<file path="config.mk">
export PLATFORM = sky130hd
export DESIGN_NAME = splitter
export DESIGN_NICKNAME = d
export VERILOG_FILES = /design/src/rtl/splitter.sv
export SDC_FILE = /design/constraint.sdc
export NUM_CORES = 1
export LEC_CHECK = 0
export ABC_AREA = 1
export CELL_PAD_IN_SITES_DETAIL_PLACEMENT = 2
export CELL_PAD_IN_SITES_GLOBAL_PLACEMENT = 2
export CORE_ASPECT_RATIO = 0.7
export CORE_MARGIN = 1.5
export CORE_UTILIZATION = 16
export CTS_CLUSTER_DIAMETER = 100
export DETAILED_ROUTE_END_ITERATION = 16
export GPL_TIMING_DRIVEN = 0
export HOLD_SLACK_MARGIN = 0.08
export PLACE_DENSITY = 0.7
export RECOVER_POWER = 50
export SLEW_MARGIN = 5
export SYNTH_ARGS = -nofsm -noshare
export SYNTH_HDL_FRONTEND = slang
export SYNTH_SLANG_ARGS = --single-unit
</file>
<file path="constraint.sdc">
create_clock -name clk -period 0.9 [get_ports clk]
set_clock_uncertainty 0.05 [all_clocks]
set_input_delay 0.135 -clock clk [delete_from_list [all_inputs] [get_ports clk]]
set_output_delay 0.135 -clock clk [all_outputs]
set_load 0.005 [all_outputs]
</file>
<file path="src/rtl/splitter.sv">
// Registered opcode field extractor: slices a 74-bit shape opcode and presents the
// location pair for the selected primitive phase, plus colour and fill, one cycle later.
module splitter (
  input  logic        clk,
  input  logic        rst,
  input  logic [73:0] opdata,
  input  logic [3:0]  output_sel,
  output logic [37:0] locations,
  output logic [15:0] color,
  output logic        fill,
  output logic        sel_err
);

  localparam logic [3:0] SEL_LL1 = 4'b0000;
  localparam logic [3:0] SEL_TL1 = 4'b0001;
  localparam logic [3:0] SEL_TL2 = 4'b0010;
  localparam logic [3:0] SEL_TL3 = 4'b0011;
  localparam logic [3:0] SEL_CA1 = 4'b0100;

  logic [18:0] loc1, loc2, loc3;

  logic [37:0] locations_d, locations_q;
  logic [15:0] color_d, color_q;
  logic        fill_d, fill_q;
  logic        sel_err_d, sel_err_q;

  assign loc1 = opdata[57:39];
  assign loc2 = opdata[38:20];
  assign loc3 = opdata[19:1];

  always_comb begin
    // NOTE: every output of this block gets a default before the case so no latch is inferred.
    locations_d = 38'h0;
    sel_err_d   = 1'b0;
    color_d     = opdata[73:58];
    fill_d      = opdata[0];
    case (output_sel)
      SEL_LL1, SEL_TL1, SEL_CA1: locations_d = {loc1, loc2};
      SEL_TL2:                   locations_d = {loc1, loc3};
      SEL_TL3:                   locations_d = {loc2, loc3};
      default:                   sel_err_d   = 1'b1;
    endcase
  end

  always_ff @(posedge clk) begin
    // NOTE: sequential state uses non-blocking assignments so all flops update together.
    if (rst) begin
      locations_q <= 38'h0;
      color_q     <= 16'h0;
      fill_q      <= 1'b0;
      sel_err_q   <= 1'b0;
    end else begin
      locations_q <= locations_d;
      color_q     <= color_d;
      fill_q      <= fill_d;
      sel_err_q   <= sel_err_d;
    end
  end

  assign locations = locations_q;
  assign color     = color_q;
  assign fill      = fill_q;
  assign sel_err   = sel_err_q;

endmodule

</file>
# Word-level counts from Yosys, hierarchy flattened
# Cells that the tools add are included.
# word_totals
register_bits	56
inputBits	80
out_inout_bits	56
word_cells	13
# classes
n_eq_ne	4
muxes	2
n_reduce_logical	3
# op_table
op	count
$pmux 38 s3	1
$eq 4x2->1 const B	2
$reduce_or 5->1	1
$eq 4x1->1 const B	1
$eq 4x3->1 const B	1
$logic_not 4->1	1
$reduce_or 3->1	1
$mux 1	1

# Depth between registers and ports, before layout
# Gate-level depths: netlist of the first run.
# logic_depth
depth_word	3
ltp_mapped	7

# Worst setup path after synthesis of the first run
# No wires, ideal clock.
# synth_path
path_kind	input-to-reg
from	in output_sel[1]
to	reg locations_q[19], in the netlist locations[19]
setup_time_ns	0.057
t_arrival_ns	0.779
required_time_ns	0.793
path_slack_ns	0.014
cell_stages	7
n_path_buf	2
cell_sequence	nor2_1 > buf_4 > buf_4 > nand3_1 > nand3_1 > nand2_1 > inv_1
# synth_between
elab_chain_cells	3
word_cells_on_any_way	7
cone_classes	eq/ne (4); mux (1); reduce/logical (2)
# synth_lines
item	line	text
from (decl)	7	input logic [3:0] output_sel,
$eq 4x1->1 (tied with other cells)	37	case (output_sel)
$reduce_or 3->1	n/a	
$pmux 38 s3 (*)	37	
to (signal assigned)	53	locations_q <= locations_d;
to (decl)	22	logic [37:0] locations_d, locations_q;
# Every way passes the cells marked *; elsewhere a longest branch is shown, timed or not.
# A chain may end at the register's enable or synchronous reset.

# Worst setup path after layout of the first run
# layout_path
from	reg locations_q[1], in the netlist locations[1]
to	out locations[1]
# layout_lines
item	line	text
to (decl)	8	output logic [37:0] locations,
# No word-level cell between the ends.

==> Implementation_results.wiki, run 1 <==
{| class="wikitable"
! Metric !! Value
|-
| Run status || complete, but fails checks
|-
| Failing checks || setup timing
|-
| Largest net degree at the start of global routing || 20
|-
| Chip height || 101 um
|-
| Site Rows || 35
|-
| Overflow left after global routing || 0
|-
| Vias per cell || ~3.8
|-
| Sequential-to-total area share from yosys stat || between 50% and 60%
|-
| Worst endpoint required time || 0.71 ns
|-
| Combined area of all synthesized cells || 2190 um2
|-
| P per Cell Area || 1450 nW/um2
|-
| Synth-to-layout area growth || 79.9%
|-
| Mean area per synthesized cell || 7.49 um2
|-
| Worst Tran Pin Value || about 0.26 ns
|-
| Number of distinct library cells after synthesis || 16
|-
| Top library cells by usage in the layout, fill and taps aside || nand3_1, clkdlybuf4s50_1, nand2_1
|-
| HPWL after DPL || 7410 um
|-
| Tcrit/Tclk final || 102%
|-
| Overall routed net length || 9340 um
|-
| Synthesized Nets || 372
|-
| TritonCTS clock tree || yes
|-
| Yosys synthesis warning count || 0
|-
| Die Footprint || 14,400 um2
|-
| Pre-CTS worst setup slack || -0.827 ns
|-
| Setup repair after global routing missed its margin || true
|-
| Cell taking the most area after synthesis || dfxtp_1
|-
| Max FO, Critical Path || 1
|-
| Drt pass-1 iters || 4
|-
| Number of setup violations in the final report || 43
|-
| Most common library cell in the layout ignoring fill and taps || nand3_1
|-
| Share of layout cells above drive strength 1 || 30.6%
|-
| Worst setup path endpoint || locations[1]
|-
| Number of hold violations in the final report || 0
|-
| Worst path cell trace || buf_2
|-
| Critical path start-end classification || reg -> out
|-
| CORE AREA || 13,300 um2
|-
| DRC violations left || 0
|-
| Kind of start point of the critical path || register
|-
| Critical path origin || locations[1]$_SDFF_PP0_
|-
| Average wire length per cell after detail routing || between 10 and 15 um
|-
| Post-placement cell count || 612
|-
| Synthesized flop and latch total || 56
|-
| Post-layout min period || between 0.9 and 1 ns
|-
| TritonCTS sink count || 56
|-
| Dominant cells by area after synthesis || dfxtp_1, nand3_1, nand2_1, inv_1, a21oi_1
|-
| Fmax || 1090 MHz
|-
| Final design instance area without fill || 3940 um2
|-
| Clock-pin slew on the worst setup and hold paths || 0.08 ns
|-
| Weighted congestion reported at the end of routability-driven placement || 0.728
|-
| Hold Buf Count CTS || 0
|-
| Slowest Stage Delay on Critical Path || 0.32 ns
|-
| Layout net count || 523
|-
| Input/output buffers || 135
|-
| Crit path buffers/inverters || 1
|-
| Antenna-violating nets left || 0
|-
| Max-slew violation count || 0
|-
| Via count || 2,406
|-
| Worst IR Drop VDD || 0.820 mV
|-
| Buffer levels on the longest clock path || 2
|-
| Class of the most critical hold timing path || in -> reg
|-
| Aggregate global-route resource usage || 13.2%
|-
| Number of buffers created by CTS || 5
|-
| Number of max-capacitance violations reported || 0
|-
| Post-DP Area || 3770 um2
|-
| Worst EP arrival || 0.74 ns
|-
| Instance count of the mapped netlist || 292
|-
| H-tree lvl count || 2
|-
| Setup slack after layout || -0.0206 ns
|-
| Global-route wire length before repair || between 10,000 and 15,000 um
|-
| Sort of element at the end of the critical path || primary output
|-
| CTS root buffer || clkbuf_16
|-
| Cell family with most CP delay || flip-flops
|-
| Via count of the first global-routing pass || 2,644
|-
| Count of placed standard cells in the final layout, fillers left out || 629
|-
| Core Util, Final || 29.7%
|-
| Leakage power summed over all cells || about 1.9 nW
|-
| Diode count || 0
|-
| Slowest cell on the critical path || dfxtp_2
|-
| Max-Slew Margin vs Limit || 82.8%
|-
| Critical path depth || 1
|-
| Share of the synthesized area in the top cell type || 51.3%
|-
| Boundary pin count || roughly 140
|-
| Starting utilization of the core area || 16.5%
|-
| Number of design-rule violations left by the first detailed-router iteration || 56
|-
| Initial antenna violation count || 0
|-
| Die width || about 140 um
|}
-- worst min-delay path by stage --
stage,start,to,slack [ns],depth (start not counted)
after floorplan,opdata[58],color[0]$_SDFF_PP0_,0.19,2
after global placement,opdata[65],color[7]$_SDFF_PP0_,0.61,3
after detailed placement,opdata[70],color[12]$_SDFF_PP0_,0.62,3
after CTS,opdata[70],color[12]$_SDFF_PP0_,0.29,3
after global routing,opdata[64],color[6]$_SDFF_PP0_,0.30,3
final,opdata[64],color[6]$_SDFF_PP0_,0.29,3
-- state kept, by name (all words and copies together), names as in the netlist --
register,count
color,16
sel_err,1
locations,38
fill,1
-- layout make-up --
class / count / area (um2)
Tap cell: 185 / 231
Clock inverter: 3 / 25.0
Clock buffer: 5 / 125
Sequential cell: 56 / 1150
Multi-Input combinational cell: 177 / 836
Buffer: 19 / 181
Inverter: 40 / 158
Fill cell: 1519 / 9330
Timing Repair Buffer: 144 / 1220
-- cells in the mapped netlist, drive strengths merged --
master / number
nand3: 76
clkinv: 1
buf: 18
inv: 39
dfxtp: 56
a21oi: 19
nor3: 2
nor2: 20
clkbuf: 1
nand2: 60
-- cells by family after synthesis --
logic type,share of synthesized area [%]
simple gates,32.2
buf+inv,12.2
compound gates,4.35
flops,51.3
-- layer usage --
| metal | track usage, % | share of wire [%] | up-vias |
|---|---|---|---|
| met5 | 0 | 0 | - |
| met2 | 22.9 | 49 | 64 |
| met4 | 2.14 | 0.39 | 0 |
| li1 | - | - | 1223 |
| met1 | 16.4 | 44 | 1117 |
| met3 | 4.23 | 7.0 | 2 |
-- metrics by stage --
step	TNS, ns	hold slack (ns)	total power (W)
5_1_grt	-2.42	0.304	0.00605
2_1_floorplan	0	0.192	0.00297
3_3_place_gp	-40.14	0.610	0.00367
3_5_place_dp	-42.67	0.615	0.00370
6_report	-0.390	0.290	0.00572
4_1_cts	-1.09	0.288	0.00582
-- power by group --
part           internal, W  leakage [nW]  total [W]  switching, W
logic             0.000583          1.34    0.00102      0.000438
clock network      0.00106        0.0708    0.00208       0.00102
registers          0.00259         0.471    0.00263     0.0000318
-- what timing repair did --
| action | 4_1_cts | 5_1_grt |
|---|---|---|
| setup endpoints to repair | 112 | 94 |
| pin swaps | 4 | 1 |
| gates cloned | 2 | 0 |
| setup buffers | 5 | 2 |
| gates resized for setup | 296 | 32 |
No activity file was read; power rests on OpenSTA's default activity.
==> inputs of run 2 (changes only) <==
--- a/config.mk
+++ b/config.mk
@@ -15,7 +15,7 @@
 export DETAILED_ROUTE_END_ITERATION = 16
 export GPL_TIMING_DRIVEN = 0
 export HOLD_SLACK_MARGIN = 0.08
-export PLACE_DENSITY = 0.7
+export PLACE_DENSITY_LB_ADDON = 0.3
 export RECOVER_POWER = 50
 export SLEW_MARGIN = 5
 export SYNTH_ARGS = -nofsm -noshare
==> Implementation_results.wiki, run 2 (synthesized netlist as in run 1, its figures left out) <==
{| class="wikitable"
! Metric !! Value
|-
| Run status || complete, but fails checks (unchanged)
|-
| Failing checks || setup timing (unchanged)
|-
| Slowest Stage Delay on Critical Path || 0.33 ns (was 0.32 ns)
|-
| Setup repair after global routing missed its margin || true (unchanged)
|-
| Net switching power figure || 0.00145 W (was 0.00149 W)
|-
| Weighted congestion reported at the end of routability-driven placement || 0.744 (was 0.728)
|-
| Die width || 143 um (unchanged)
|-
| Final design instance area without fill || 3910 um2 (was 3940 um2)
|-
| Global-route wire length before repair || 14,600 um (was 14,400 um)
|-
| Max FO, Critical Path || 1 (unchanged)
|-
| Number of max-capacitance violations reported || 0 (unchanged)
|-
| Average wire length per cell after detail routing || 14.8 um (was 14.9 um)
|-
| Startpoint of the most critical hold path || opdata[68] (was opdata[64])
|-
| Worst path cell trace || buf_6 (was buf_2)
|-
| Max-slew violation count || 0 (unchanged)
|-
| Largest net degree at the start of global routing || 20 (unchanged)
|-
| Part of the power in combinational logic || 17.7% (was 17.8%)
|-
| Starting utilization of the core area || 16.5% (unchanged)
|-
| Post-DP Area || 3770 um2 (unchanged)
|-
| Antenna-violating nets left || 0 (unchanged)
|-
| Tcrit/Tclk final || 103% (was 102%)
|-
| CTS root buffer || clkbuf_16 (unchanged)
|-
| Buffer levels on the longest clock path || 2 (unchanged)
|-
| Leakage power summed over all cells || 1.87 nW (was 1.88 nW)
|-
| Power share of the sequential group || 46.2% (was 45.9%)
|-
| P per Cell Area || 1450 nW/um2 (about the same)
|-
| TritonCTS clock tree || yes (unchanged)
|-
| Via count of the first global-routing pass || 2,648 (was 2,644)
|-
| Site Rows || 35 (unchanged)
|-
| Die Footprint || 14,400 um2 (unchanged)
|-
| Cell family with most CP delay || flip-flops (unchanged)
|-
| Number of flip-flops under the largest register name || 38 (unchanged)
|-
| Crit path buffers/inverters || 1 (unchanged)
|-
| Worst endpoint required time || 0.71 ns (about the same)
|-
| Chip height || 101 um (unchanged)
|-
| Fmax || 1080 MHz (was 1090 MHz)
|-
| Proportion of power drawn by the clock network || 36.0% (was 36.3%)
|-
| Input/output buffers || 135 (unchanged)
|-
| Diode count || 0 (unchanged)
|-
| Post-layout min period || 0.925 ns (was 0.921 ns)
|-
| Initial antenna violation count || 0 (unchanged)
|-
| Sort of element at the end of the critical path || primary output (unchanged)
|-
| Internal power component || 0.00423 W (about the same)
|-
| Core Util, Final || 29.4% (was 29.7%)
|-
| Boundary pin count || 136 (unchanged)
|-
| Worst IR Drop VDD || 0.790 mV (was 0.820 mV)
|-
| Clock-pin slew on the worst setup and hold paths || 0.08 ns (about the same)
|-
| Number of setup violations in the final report || 34 (was 43)
|-
| Layout net count || 521 (was 523)
|-
| Worst Tran Pin Value || 0.249 ns (was 0.258 ns)
|-
| Kind of start point of the critical path || register (unchanged)
|-
| Number of design-rule violations left by the first detailed-router iteration || 70 (was 56)
|-
| Slowest cell on the critical path || dfxtp_2 (unchanged)
|-
| Most common library cell in the layout ignoring fill and taps || nand3_1 (unchanged)
|-
| Hold Buf Count CTS || 0 (unchanged)
|-
| Via count || 2,434 (was 2,406)
|-
| Overall routed net length || 9290 um (was 9340 um)
|-
| Overflow left after global routing || 0 (unchanged)
|-
| DRC violations left || 0 (unchanged)
|-
| Switching portion of total power || 25.6% (was 26.0%)
|-
| Drt pass-1 iters || 4 (unchanged)
|-
| Hold EP || color[10]$_SDFF_PP0_ (was color[6]$_SDFF_PP0_)
|-
| Share of layout cells above drive strength 1 || 28.7% (was 30.6%)
|-
| Aggregate global-route resource usage || 13.4% (was 13.2%)
|-
| Number of hold violations in the final report || 0 (unchanged)
|-
| Synth-to-layout area growth || 78.7% (was 79.9%)
|-
| H-tree lvl count || 2 (unchanged)
|-
| Top library cells by usage in the layout, fill and taps aside || nand3_1, clkdlybuf4s50_1, nand2_1 (unchanged)
|-
| Critical path start-end classification || reg -> out (unchanged)
|-
| Post-placement cell count || 612 (unchanged)
|-
| Fillers || 1,551 (was 1,519)
|-
| Count of placed standard cells in the final layout, fillers left out || 627 (was 629)
|-
| Number of buffers created by CTS || 5 (unchanged)
|-
| CORE AREA || 13,300 um2 (unchanged)
|-
| Setup slack after layout || -0.0246 ns (was -0.0206 ns)
|-
| Vias per cell || 3.88 (was 3.83)
|-
| HPWL after DPL || 7340 um (was 7410 um)
|-
| Worst EP arrival || 0.74 ns (about the same)
|-
| TritonCTS sink count || 56 (unchanged)
|-
| Min-Delay Path Depth || 3 (unchanged)
|-
| Max-Slew Margin vs Limit || 83.4% (was 82.8%)
|-
| Class of the most critical hold timing path || in -> reg (unchanged)
|}
[run 2: worst max-delay path by stage]
stage | endpoint | from | cells past startpoint | slack [ns]
2_1_floorplan | locations[19]$_SDFF_PP0_ | output_sel[1] | 7 | 0.01
3_3_place_gp | locations[11]$_SDFF_PP0_ | rst | 4 | -0.75
3_5_place_dp | locations[14]$_SDFF_PP0_ | rst | 4 | -0.79
4_1_cts | locations[18] | locations[18]$_SDFF_PP0_ | 1 | -0.04
5_1_grt | locations[18] | locations[18]$_SDFF_PP0_ | 1 | -0.05
6_report | locations[18] | locations[18]$_SDFF_PP0_ | 1 | -0.02
[run 2: metrics by stage]
| step | setup WS, ns | power (W) | hold WS, ns | setup TNS (ns) |
|---|---|---|---|---|
| floorplan | 0.0140 | 0.00297 | 0.192 | 0 |
| global placement | -0.749 | 0.00367 | 0.604 | -40.83 |
| detailed placement | -0.789 | 0.00370 | 0.615 | -42.75 |
| CTS | -0.0394 | 0.00583 | 0.278 | -1.14 |
| global route | -0.0513 | 0.00604 | 0.290 | -2.52 |
| finish | -0.0246 | 0.00568 | 0.288 | -0.279 |
[run 2: area by class of cell]
| class | instances | area, um2 | area share [%] |
|---|---|---|---|
| repair buffers | 142 | 1220 | 31.3 |
| flip-flops and latches | 56 | 1150 | 29.5 |
| multi-input cells | 177 | 816 | 20.9 |
| well taps | 185 | 231 | 5.92 |
| plain buffers | 19 | 180 | 4.61 |
| inverters | 40 | 155 | 3.97 |
| clock buffers | 5 | 125 | 3.20 |
| clock inverters | 3 | 25.0 | 0.640 |
[run 2: routing by layer]
metal	wire length (um)	GRT usage, %
met1	4220	17.1
met2	4360	22.2
met5	0	0
met3	628	4.18
met4	82	2.78
[run 2: repair_timing]
| item | CTS | global route |
|---|---|---|
| cloned | 2 | 0 |
| pin swaps | 3 | 2 |
| setup buffers | 5 | 0 |
| gates resized for setup | 287 | 36 |
| endpoints found under the setup margin | 112 | 94 |
[run 2: power by group through the flow]
stage	Sequential (W)	Combinational (W)	Clock, W
after floorplan	0.00269	0.000288	0
after global placement	0.00267	0.00100	0
after detailed placement	0.00267	0.00103	0
after CTS	0.00262	0.00101	0.00220
after global routing	0.00264	0.00112	0.00228
final	0.00263	0.00101	0.00205
==> inputs of run 3 (changes only) <==
--- a/config.mk
+++ b/config.mk
@@ -6,6 +6,7 @@
 export NUM_CORES = 1
 export LEC_CHECK = 0
 export ABC_AREA = 1
+export ABC_CLOCK_PERIOD_IN_PS = 900
 export CELL_PAD_IN_SITES_DETAIL_PLACEMENT = 2
 export CELL_PAD_IN_SITES_GLOBAL_PLACEMENT = 2
 export CORE_ASPECT_RATIO = 0.7
==> results of run 3 <==
The final DEF is identical to that of run 2; final timing and power are the same.
